`src/rtl/io_sevenseg_driver.sv`:
```
// ---------------------------------------------------------------------------
// io_sevenseg_driver
//
// Time-multiplexed driver for a 4-digit common-anode seven-segment display.
// A 16-bit word is captured from the IO memory block and shown as four hex
// digits, one digit lit at a time, each for REFRESH_DIV clock cycles.
//
// Parameters
//   REFRESH_DIV  clock cycles each digit is displayed (1 .. 2^20)
//
// Ports
//   clk       in   1   rising-edge system clock
//   reset     in   1   synchronous active-high reset
//   value     in  16   word to display (IO memory toOutput)
//   load      in   1   capture strobe for value
//   blank_lz  in   1   1 = suppress leading-zero digits 3..1
//   dp_en     in   4   per-digit decimal-point enable
//   an        out  4   active-low digit anodes, an[i] = digit i
//   seg       out  7   active-low segments {g,f,e,d,c,b,a}
//   dp        out  1   active-low decimal point
//   shown     out 16   currently latched display word
// ---------------------------------------------------------------------------
module io_sevenseg_driver #(
    parameter int unsigned REFRESH_DIV = 50000
) (
    input  logic        clk,
    input  logic        reset,
    input  logic [15:0] value,
    input  logic        load,
    input  logic        blank_lz,
    input  logic [3:0]  dp_en,
    output logic [3:0]  an,
    output logic [6:0]  seg,
    output logic        dp,
    output logic [15:0] shown
);

    // A one-cycle dwell still needs a 1-bit counter that simply stays at 0.
    localparam int unsigned           CNT_W    = (REFRESH_DIV > 1) ? $clog2(REFRESH_DIV) : 1;
    localparam logic [CNT_W-1:0]      CNT_LAST = CNT_W'(REFRESH_DIV - 1);

    typedef enum logic [1:0] {
        D0 = 2'd0,
        D1 = 2'd1,
        D2 = 2'd2,
        D3 = 2'd3
    } scan_state_t;

    scan_state_t      state;
    scan_state_t      next_state;
    logic [CNT_W-1:0] cnt;
    logic             tc;

    logic [3:0]       nibble;
    logic             digit_blank;
    logic [3:0]       an_next;
    logic [6:0]       seg_next;
    logic             dp_next;

    // Hex nibble to active-low {g,f,e,d,c,b,a}.
    function automatic logic [6:0] decode(input logic [3:0] nib);
        case (nib)
            4'h0:    decode = 7'h40;
            4'h1:    decode = 7'h79;
            4'h2:    decode = 7'h24;
            4'h3:    decode = 7'h30;
            4'h4:    decode = 7'h19;
            4'h5:    decode = 7'h12;
            4'h6:    decode = 7'h02;
            4'h7:    decode = 7'h78;
            4'h8:    decode = 7'h00;
            4'h9:    decode = 7'h10;
            4'hA:    decode = 7'h08;
            4'hB:    decode = 7'h03;
            4'hC:    decode = 7'h46;
            4'hD:    decode = 7'h21;
            4'hE:    decode = 7'h06;
            default: decode = 7'h0E;
        endcase
    endfunction

    // Display word latch.
    // NOTE: sequential state uses non-blocking assignments so every register
    // samples the pre-edge values of its neighbours, independent of block order.
    always_ff @(posedge clk) begin
        if (reset) begin
            shown <= 16'h0000;
        end else if (load) begin
            shown <= value;
        end
    end

    // Refresh counter; tc marks the wrap cycle that advances the scan.
    assign tc = (cnt == CNT_LAST);

    always_ff @(posedge clk) begin
        if (reset || tc) begin
            cnt <= '0;
        end else begin
            cnt <= cnt + 1'b1;
        end
    end

    // Scan FSM: state register.
    always_ff @(posedge clk) begin
        if (reset) begin
            state <= D0;
        end else begin
            state <= next_state;
        end
    end

    // Scan FSM: next-state logic.
    always_comb begin
        next_state = state;
        if (tc) begin
            case (state)
                D0:      next_state = D1;
                D1:      next_state = D2;
                D2:      next_state = D3;
                default: next_state = D0;
            endcase
        end
    end

    // Scan FSM: output logic. A digit is a leading zero when it and every
    // digit above it are zero, so a zero between non-zero digits stays lit.
    // NOTE: every signal gets a default before the case so no path leaves one
    // unassigned, which would otherwise infer a latch.
    always_comb begin
        nibble      = shown[3:0];
        digit_blank = 1'b0;
        an_next     = 4'b1110;
        dp_next     = ~dp_en[0];
        case (state)
            D1: begin
                nibble      = shown[7:4];
                digit_blank = blank_lz && (shown[15:4] == 12'h000);
                an_next     = 4'b1101;
                dp_next     = ~dp_en[1];
            end
            D2: begin
                nibble      = shown[11:8];
                digit_blank = blank_lz && (shown[15:8] == 8'h00);
                an_next     = 4'b1011;
                dp_next     = ~dp_en[2];
            end
            D3: begin
                nibble      = shown[15:12];
                digit_blank = blank_lz && (shown[15:12] == 4'h0);
                an_next     = 4'b0111;
                dp_next     = ~dp_en[3];
            end
            default: ;
        endcase
        seg_next = decode(nibble);
        if (digit_blank) begin
            an_next  = 4'b1111;
            seg_next = 7'h7F;
            dp_next  = 1'b1;
        end
    end

    // Registered pad outputs: glitch-free, one cycle behind state and shown.
    always_ff @(posedge clk) begin
        if (reset) begin
            an  <= 4'b1111;
            seg <= 7'h7F;
            dp  <= 1'b1;
        end else begin
            an  <= an_next;
            seg <= seg_next;
            dp  <= dp_next;
        end
    end

endmodule

```
`config.mk`:
```
export PLATFORM = sky130hd
export DESIGN_NAME = io_sevenseg_driver
export DESIGN_NICKNAME = d
export VERILOG_FILES = /design/src/rtl/io_sevenseg_driver.sv
export SDC_FILE = /design/constraint.sdc
export NUM_CORES = 1
export LEC_CHECK = 0
export ABC_AREA = 1
export CORE_MARGIN = 3
export CORE_UTILIZATION = 50
export CTS_BUF_LIST = sky130_fd_sc_hd__clkbuf_4 sky130_fd_sc_hd__clkbuf_8
export DETAILED_ROUTE_END_ITERATION = 8
export DONT_BUFFER_PORTS = 1
export PLACE_DENSITY_LB_ADDON = 0.2
export SLEW_MARGIN = 20
export SYNTH_ARGS = -nofsm -noshare
export SYNTH_HDL_FRONTEND = slang
export SYNTH_SLANG_ARGS = --single-unit
```
`constraint.sdc`:
```
create_clock -name clk -period 3.7 [get_ports clk]
set_clock_uncertainty 0.2 [all_clocks]
set_input_delay 0.37 -clock clk [delete_from_list [all_inputs] [get_ports clk]]
set_output_delay 0.37 -clock clk [all_outputs]
set_load 0.02 [all_outputs]
```
==> run_results.csv <==
group,metric,value,unit
outcome,status,"finished, final reports clean",
logic_synthesis,yosysSeqAreaShare,39.21,%
final_layout,multi_input_area,0.001247,sq mm
final_layout,drive_gt1_share,9.063,%
route,drt-total-wl,5.044,mm
sta,setup_viol,0,
floorplan,dieArea,0.005555,sq mm
global_route,grt_util_all_layers,19.93,%
worst_setup_path,cp_max_fo,12,
global_route,antenna_found_initial,0,
sta,rsz0062_at_grt,"false",
route,drtIter0Drc,90,
logic_synthesis,syn_inst,328,
worst_setup_path,max_stage_delay,0.37,ns
final_layout,antennaDiodeCount,0,
floorplan,fp.dieW,74.54,microns
placement,dp.cells,374,
floorplan,rows,24,
cts,h-tree-depth,2,
final_layout,area_growth,5.274,%
placement,gp_congestion,0.8648,
sta,setup-tns-final,0,ns
route,wl_per_cell,13.17,microns
global_route,grt_max_degree,20,
placement,dp_hpwl,3.748,mm
pwr,p_clk_share,31.4,%
cts,cts_sinks,46,
sta,drv_slew,0,
route,post_drt_via_cell_ratio,5.211,
global_route,grt_pass1_wl,8.673,mm
global_route,overflow,0,
placement,io_buffers,0,
cts,cts_tree,"done",
cts,numCtsBuffers,5,
worst_setup_path,path_common_cell,"nand3_1",
sta,slew_headroom,71.79,%
worst_setup_path,endpoint_kind,"flop",
worst_setup_path,cp_top_family,"adder cells",
logic_synthesis,synth_seq_cells,46,
sta,tightest_slew,0.4206,ns
job,maxCapViolCount,0,
final_layout,seq_area,920.9,sq um
worst_setup_path,start_kind,"flop",
pwr,power_frac_seq,59.7,%
route,postRouteAntennaNets,0,
cts,post_cts.repair.setup_buffers,0,
floorplan,start_util,52.84,%
worst_setup_path,worstPathCellList,"inv_1, ha_1, inv_2, nand2_1, o21bai_4, inv_2, ha_1, inv_1, nand3_1, nand3_1, nand3_1",
worst_setup_path,crit_slowest_cell,"dfxtp_1",
final_layout,fin_cells,383,
sta,clock.fmax,0.4424,GHz
pwr,p_sw_share,27.19,%
worst_setup_path,cp.depth,11,
sta,hold_viol,0,
worst_hold_path,hold_depth,2,
pwr,ir_worst_vdd,174.7,uV
sta,fin_crit_sh,61.09,%
worst_setup_path,cp.required,3.68,ns
cts,cts_buffer_depth,2,
worst_setup_path,path_buf_inv,4,
cts,path_clk_slew,0.08,ns
floorplan,io_pins,52,
pwr,p_int,0.0007012,W
worst_setup_path,r2r_cells,11,
logic_synthesis,syn_area_per_cell,7.160,sq um
route,drtPass1Iterations,4,
pwr,p_comb_share,8.9,%
floorplan,core,0.004444,sq mm
logic_synthesis,synth_warnings,0,
route,vias,1996,
pwr,p_leak,1.014,nW
worst_setup_path,critPathArrivalTime,2.24,ns
logic_synthesis,synthDistinctLibCells,27,
floorplan,die_y,74.54,microns
final_layout,num-fill-cells,442,
logic_synthesis,syn-num-nets,363,
worst_setup_path,critical_path_class,"reg2reg",
worst_hold_path,hold_path.class,"in2reg",
cts,ctsRootBufferMaster,"clkbuf_8",
pwr,power.switching,0.0002619,W
route,drc,0,
global_route,grt_pass1_vias,1926,
sta,layout_min_cycle_time,2.260,ns
cts,clk_latency,0.30,ns
final_layout,fin_nets,366,
pwr,p_per_area,389.5,mW/mm^2
logic_synthesis,netlist_area,0.002349,sq mm
[layout by cell type (no fill, tap or decap), drive strengths merged]
cell         netlist  routed
o22ai              1       1
clkinv             2       2
dfxtp             46      46
a21oi             12      12
or2                1       1
nand3             27      27
ha                11      11
nand4              8       8
o211ai             2       2
inv               34      34
nand3b             1       1
o21ai             23      23
nor3               4       4
dlygate4sd3        0       2
clkbuf             3       7
o21bai             3       3
nand2             77      77
xor2               4       4
nor2              66      66
[kinds of logic (layout without fill, tap and decap cells)]
| logic type | Yosys count | after routing | synth area share (%) |
|---|---|---|---|
| and+or+nand+nor | 184 | 184 | 35.32 |
| buffers and inverters | 42 | 45 | 7.672 |
| adders and majority gates | 11 | 11 | 5.860 |
| xor gates and xnor gates | 4 | 4 | 1.492 |
| AOI/OAI and AO/OA | 41 | 41 | 10.44 |
| DFF | 46 | 46 | 39.21 |
[flip-flops by register name, summed over array words and instances (netlist names)]
signal and flops:
dp 1, an 4, shown 16, seg 7, state 2, cnt 16
[worst register-to-register path, stage by stage, from the launching register on]
cell	delay [ns]
dfxtp_1	0.37
inv_1	0.09
ha_1	0.25
inv_2	0.25
nand2_1	0.14
o21bai_4	0.24
inv_2	0.08
ha_1	0.23
inv_1	0.06
nand3_1	0.08
nand3_1	0.09
nand3_1	0.07
[power groups by stage]
| stage | sequential [W] | combinational (W) | clock (W) |
|---|---|---|---|
| global placement | 0.000587 | 0.0000828 | 0 |
| detailed placement | 0.000587 | 0.0000839 | 0 |
| global route | 0.000579 | 0.000100 | 0.000328 |
| CTS | 0.000575 | 0.0000859 | 0.000312 |
| finish | 0.000575 | 0.0000854 | 0.000303 |
| floorplan | 0.000580 | 0.0000734 | 0 |
[per-layer routing]
metal	vias to the layer above	wire length, microns	global-route usage, %
met3	9	307	5.541
met4	0	85	6.324
met2	48	2409	33.95
li1	1048	-	-
met1	891	2241	24.32
met5	-	0	0
[synth_stat cells]
cell type  number  share of area (%)
a21oi_1        12                2.6
buf_6           3                1.4
clkbuf_1        3               0.48
clkinv_1        2               0.32
dfxtp_1        46                 39
ha_1           11                5.9
inv_1          29                4.6
inv_2           5               0.80
nand2_1        70                 11
nand2_2         5                1.3
nand2_4         2               0.96
nand3_1        27                5.8
nand3b_1        1               0.32
nand4_1         8                2.1
nor2_1         59                9.4
nor2_2          3               0.80
nor2_4          3                1.4
nor2_8          1               0.85
nor3_1          4               0.85
o211ai_1        2               0.64
o21ai_0        22                4.7
o21ai_2         1               0.37
o21bai_1        1               0.32
o21bai_4        2                1.6
o22ai_1         1               0.27
or2_2           1               0.27
xor2_1          4                1.5
[per-stage QoR]
| step | util [%] | instance area, sq um | power, W | hold slack (ns) | worst slack, ns |
|---|---|---|---|---|---|
| floorplan | - | 2349 | 0.0006533 | 0.2175 | 1.678 |
| global placement | 53.29 | 2369 | 0.0006696 | 0.2326 | 1.543 |
| detailed placement | 53.29 | 2369 | 0.0006710 | 0.2448 | 1.467 |
| CTS | 55.63 | 2472 | 0.0009729 | 0.004121 | 1.441 |
| global route | 55.63 | 2472 | 0.001008 | 0.003648 | 1.298 |
| finish | 55.63 | 2472 | 0.0009631 | 0.01056 | 1.440 |
[worst paths after layout]
| path | startpoint | end | slack (ns) |
|---|---|---|---|
| setup / recovery | state[0]$_SDFFE_PP0P_ | seg[0]$_SDFF_PP1_ | 1.44 |
| hold / removal | value[6] | shown[6]$_SDFFE_PP0P_ | 0.01 |
| setup reg to reg | state[0]$_SDFFE_PP0P_ | seg[0]$_SDFF_PP1_ | 1.44 |
| hold reg to reg | cnt[0]$_SDFF_PP0_ | cnt[0]$_SDFF_PP0_ | 0.26 |
[layout make-up]
class | count | area share (%)
multi-input cells | 240 | 50.46
flip-flops and latches | 46 | 37.25
inverters | 36 | 5.466
clock buffers | 7 | 3.391
well taps | 52 | 2.632
repair buffers | 2 | 0.8097
[timing repair]
action                    4_1_cts  5_1_grt
hold buffers                    2        0
resized for setup               0        0
hold endpoints to repair        2        0
No activity file was read; power rests on OpenSTA's default activity.
